[src/rtl/pool_ctrl.sv]
// Max-pool (2x2, stride 2) sequencer: streams windows from input SRAM to the pooling unit, writes maxima out.
// Optional abort input / aborted pulse enabled by defining POOL_CTRL_ABORT_EN.
module pool_ctrl #(
   parameter int DATA_W = 32,
   parameter int ADDR_W = 12,
   parameter int IMG_W  = 8,
   parameter int IMG_H  = 8
) (
   input  logic              clk,
   input  logic              rst,
   input  logic              start,
   input  logic [ADDR_W-1:0] in_base,
   input  logic [ADDR_W-1:0] out_base,
`ifdef POOL_CTRL_ABORT_EN
   input  logic              abort,
   output logic              aborted,
`endif
   output logic              busy,
   output logic              done,
   output logic              rd_en,
   output logic [ADDR_W-1:0] rd_addr,
   input  logic [DATA_W-1:0] rd_data,
   output logic              pool_en,
   output logic [DATA_W-1:0] pool_data,
   input  logic [DATA_W-1:0] pool_result,
   output logic              wr_en,
   output logic [ADDR_W-1:0] wr_addr,
   output logic [DATA_W-1:0] wr_data,
   output logic [1:0]        dbg_state
);

   localparam int WX = IMG_W / 2;
   localparam int WY = IMG_H / 2;
   localparam int N  = WX * WY;
   localparam int CW = (WX > 1) ? $clog2(WX) : 1;
   localparam int NW = (N > 1) ? $clog2(N) : 1;

   typedef enum logic [1:0] {IDLE, RUN, FLUSH, FIN} state_t;

   state_t            state;
   logic [2:0]        phase;
   logic [CW-1:0]     col;
   logic [NW-1:0]     widx;
   logic [ADDR_W-1:0] win_addr;
   logic [ADDR_W-1:0] out_b;

   logic [2:0]        np;
   logic [ADDR_W-1:0] next_addr;
   logic [ADDR_W-1:0] next_win;
   logic              last_col;
   logic              last_win;
   logic              kill;

   assign pool_data = rd_data;
   assign wr_data   = pool_result;
   assign dbg_state = state;

   // Element k of the current window sits at win_addr + k[1]*IMG_W + k[0].
   always_comb begin
      np        = phase + 3'd1;
      next_addr = win_addr + (np[1] ? ADDR_W'(IMG_W) : '0) + ADDR_W'(np[0]);
      last_col  = (col == CW'(WX - 1));
      last_win  = (widx == NW'(N - 1));
      next_win  = last_col ? win_addr + ADDR_W'(IMG_W + 2) : win_addr + ADDR_W'(2);
`ifdef POOL_CTRL_ABORT_EN
      kill      = abort && (state == RUN || state == FLUSH);
`else
      kill      = 1'b0;
`endif
   end

   always_ff @(posedge clk) begin
      if (rst) begin
         state    <= IDLE;
         phase    <= '0;
         col      <= '0;
         widx     <= '0;
         win_addr <= '0;
         out_b    <= '0;
         busy     <= 1'b0;
         done     <= 1'b0;
         rd_en    <= 1'b0;
         rd_addr  <= '0;
         pool_en  <= 1'b0;
         wr_en    <= 1'b0;
         wr_addr  <= '0;
`ifdef POOL_CTRL_ABORT_EN
         aborted  <= 1'b0;
`endif
      end else if (kill) begin
         state   <= IDLE;
         busy    <= 1'b0;
         rd_en   <= 1'b0;
         pool_en <= 1'b0;
         wr_en   <= 1'b0;
`ifdef POOL_CTRL_ABORT_EN
         aborted <= 1'b1;
`endif
      end else begin
`ifdef POOL_CTRL_ABORT_EN
         aborted <= 1'b0;
`endif
         case (state)
            IDLE: begin
               if (start) begin
                  state    <= RUN;
                  phase    <= '0;
                  col      <= '0;
                  widx     <= '0;
                  win_addr <= in_base;
                  out_b    <= out_base;
                  busy     <= 1'b1;
                  rd_en    <= 1'b1;
                  rd_addr  <= in_base;
                  pool_en  <= 1'b0;
               end
            end
            RUN: begin
               if (phase != 3'd4) begin
                  phase   <= np;
                  rd_en   <= (phase != 3'd3);
                  rd_addr <= next_addr;
                  pool_en <= 1'b1;
                  wr_en   <= 1'b0;
               end else begin
                  // Phase 0 of the next window (or FLUSH) writes the window just accumulated.
                  phase   <= '0;
                  wr_en   <= 1'b1;
                  wr_addr <= out_b + ADDR_W'(widx);
                  pool_en <= 1'b0;
                  if (last_win) begin
                     state <= FLUSH;
                     rd_en <= 1'b0;
                  end else begin
                     widx     <= widx + NW'(1);
                     col      <= last_col ? '0 : col + CW'(1);
                     win_addr <= next_win;
                     rd_en    <= 1'b1;
                     rd_addr  <= next_win;
                  end
               end
            end
            FLUSH: begin
               state <= FIN;
               wr_en <= 1'b0;
               busy  <= 1'b0;
               done  <= 1'b1;
            end
            default: begin
               state <= IDLE;
               done  <= 1'b0;
            end
         endcase
      end
   end

endmodule

[config.mk]
export PLATFORM = sky130hd
export DESIGN_NAME = pool_ctrl
export DESIGN_NICKNAME = d
export VERILOG_FILES = /design/src/rtl/pool_ctrl.sv
export SDC_FILE = /design/constraint.sdc
export NUM_CORES = 1
export LEC_CHECK = 0
export ABC_CLOCK_PERIOD_IN_PS = 2200
export CORE_MARGIN = 2
export CORE_UTILIZATION = 27
export DETAILED_ROUTE_END_ITERATION = 10
export GPL_TIMING_DRIVEN = 0
export SYNTH_ARGS = -nofsm -noshare
export SYNTH_HDL_FRONTEND = slang
export SYNTH_SLANG_ARGS = --single-unit
[constraint.sdc]
create_clock -name clk -period 2.2 [get_ports clk]
set_input_delay 0.44 -clock clk [delete_from_list [all_inputs] [get_ports clk]]
set_output_delay 0.44 -clock clk [all_outputs]
set_load 0.02 [all_outputs]
==> run metrics <==
status completed; syn_nets 613; Iteration-0 DRC Markers 203; crit path capture rd_addr[4]; ANT cells 0; vias in the first global route between 3000 and 4000; area growth from synthesis to layout 46.83%; Leak about 2.2 nW; buffer type at the clock tree root clkbuf_16; Remaining DRCs 0; fin crit period around 2100 ps; largest net degree at the start of global routing 13; worst r2r path cells 9; port bufs 121; gr ovfl total 0; Yosys top cell by area dfxtp_1; power per standard cell area approximately 900 nW/um2; Core Region approximately 14000 um2; drt total wl ~12000 um; filler-free cell count of the finished design 826; Final Skew 6.317 ps; DR vias/cell 4.787; post-DP HPWL around 9000 um; r2r setup slk 90 ps; CTS Buf Count 9; r2r endpoint rd_addr[4]; die height 124.6 um; Design Power 5.313 mW; via count 3954; f_max 0.4749 GHz; top cells by area, synth dfxtp_1, buf_4, nand2_1; CTS H-tree lvls 3; Longest Clk Path Bufs 2; normalized max-slew margin 58.14%; CTS tree done; area of the mapped netlist between 3000 and 4000 um2; gr usage total 14.51%; placed insts 807; initial antenna violation count 0; setup violators final 0; synthesis-stage register bit count 64; Netlist cell types 54; Max Fanout on Critical Path 10; Crit. End Element register; GP Congestion ~0.9; first-pass GRT wire length 18210 um; CTS Sinks 64; Worst Setup SP dbg_state[0]; Die Wd 124.6 um; critical path class reg2reg; Worst Path Arrival between 2000 and 2500 ps; Final ANT Viol Nets 0; clock insertion delay at the later pin of the skew report around 330 ps; RSZ-0062 raised after global routing no; Peak VDD IR 0.0003778 V; RR Startpoint dbg_state[0]; share of layout cells above drive strength 1 18.38%; Final Hold Viols 0; die area around 16000 um2; worst endpoint required time about 2400 ps; post-synth top area share 32.62%; Setup crit start kind register; Least-Margin Pin Slew approximately 630 ps; initial core utilization 27.33%; setup_tns 0 ps; max-slew violations 0; WHS Path Cells 2; Seq/Total Area, Yosys 32.62%; Synth Instances 502; fin nets 748; max-cap violations 0; CTS Hold Bufs 0; worst hold path type reg2reg; CTS clk-pin slew, worst paths 50 ps; Pre-antenna DRT Iters 5; Core Rows 44; Synth Area per Inst 7.824 um2; fin crit share a little over nine tenths; post-DR wirelength/cell 14.05 um; IO Pins 186; Synth warnings 0
-- final cells by class --
cell class / count / area (um2)
clock inverter: 7 / 48.80
buffer: 90 / 594.3
tap: 184 / 230.2
clock buffer: 9 / 225.2
sequential: 64 / 1285
timing repair buffer: 124 / 1234
multi-input combinational: 339 / 2116
fill: 1443 / 8602
inverter: 9 / 33.78
-- routing by layer --
layer | GRT usage, % | wire length (um) | vias up
li1 | - | - | 1942
met1 | 17.33 | 4796 | 1799
met2 | 24.37 | 5612 | 184
met3 | 4.038 | 850 | 29
met4 | 6.279 | 345 | 0
met5 | 0 | 0 | -
-- cells by family after synthesis --
group           count (synthesis)  synth area share (%)
simple gates                  177                 20.48
compound gates                118                 18.99
buf+inv                        99                 15.83
flops                          64                 32.62
fa+ha+maj                      20                 6.563
xor+xnor                       19                 4.237
mux                             5                 1.274
-- registers in the layout, indices dropped and copies added, names as in the netlist --
signal     cells
out_b         12
rd_addr       12
win_addr      12
wr_addr       12
widx           4
phase          3
col            2
dbg_state      2
busy           1
done           1
pool_en        1
rd_en          1
wr_en          1
-- power by group --
group          switching, mW  internal, mW  total (mW)
clock                  0.535         0.758        1.29
combinational           1.37          1.02        2.39
sequential             0.224          1.41        1.63
-- what timing repair did --
action                                  4_1_cts  5_1_grt
setup buffers                                 2        1
cloned                                        0        0
resized for setup                            13       15
endpoints found under the setup margin       23       28
pin swaps                                     0        1
-- per-stage QoR --
stage	setup WS (ps)	area [um2]	hold WS [ps]	utilization (%)
global route	11.42	5767	473.6	40.13
finish	94.08	5767	454.5	40.13
detailed placement	-327.5	5369	449.8	37.36
global placement	-326.2	5369	448.5	37.36
CTS	5.595	5717	458.8	39.79
floorplan	142.7	3928	440.0	-
-- Yosys cell counts, drive strengths merged --
library cell,instances
buf,71
nand2,71
dfxtp,64
a21oi,49
nor2,46
o21ai,23
clkbuf,19
ha,19
nand3,16
xnor2,10
inv,9
nor3,9
xor2,9
or3,8
a211oi,7
a311oi,7
a22oi,5
and3,5
mux2i,5
nor2b,5
a21o,4
o211ai,4
a2111oi,3
a31oi,3
and2,3
nand2b,3
nand4,3
nor3b,3
o22ai,3
a32oi,2
o2bb2ai,2
o32ai,2
and4,1
fa,1
nand3b,1
nor4,1
o21a,1
o221a,1
o221ai,1
o41ai,1
or2,1
or4,1
-- layout by cell type (no fill, tap or decap), types with 7 or more instances in the layout --
master           count
clkdlybuf4s50_1    121
a311oi_1             7
nor2_1              46
buf_4               68
clkbuf_1            14
clkbuf_16            9
a21oi_1             47
xor2_1               9
a211oi_1             7
o21ai_0             11
o21ai_1             10
or3_1                8
xnor2_1             10
nand3_1             15
dfxtp_1             61
ha_1                15
nor3_1               8
nand2_1             68
inv_1                8
-- worst min-delay path by stage --
stage	startpoint	endpoint	slack [ps]
after global placement	out_b[2]	out_b[2]	450
after floorplan	out_b[0]	out_b[0]	440
after CTS	pool_en	pool_en	460
final	pool_en	pool_en	450
after global routing	pool_en	pool_en	470
after detailed placement	pool_en	pool_en	450
-- critical path: stages, from the launching register on --
cell	delay [ps]
dfxtp_2	350
inv_1	110
ha_1	150
buf_2	210
mux2i_2	510
a21oi_2	110
buf_4	210
o21a_1	110
o21ai_1	110
a21oi_1	90
Note: power is estimated with default switching activity, not from simulation.
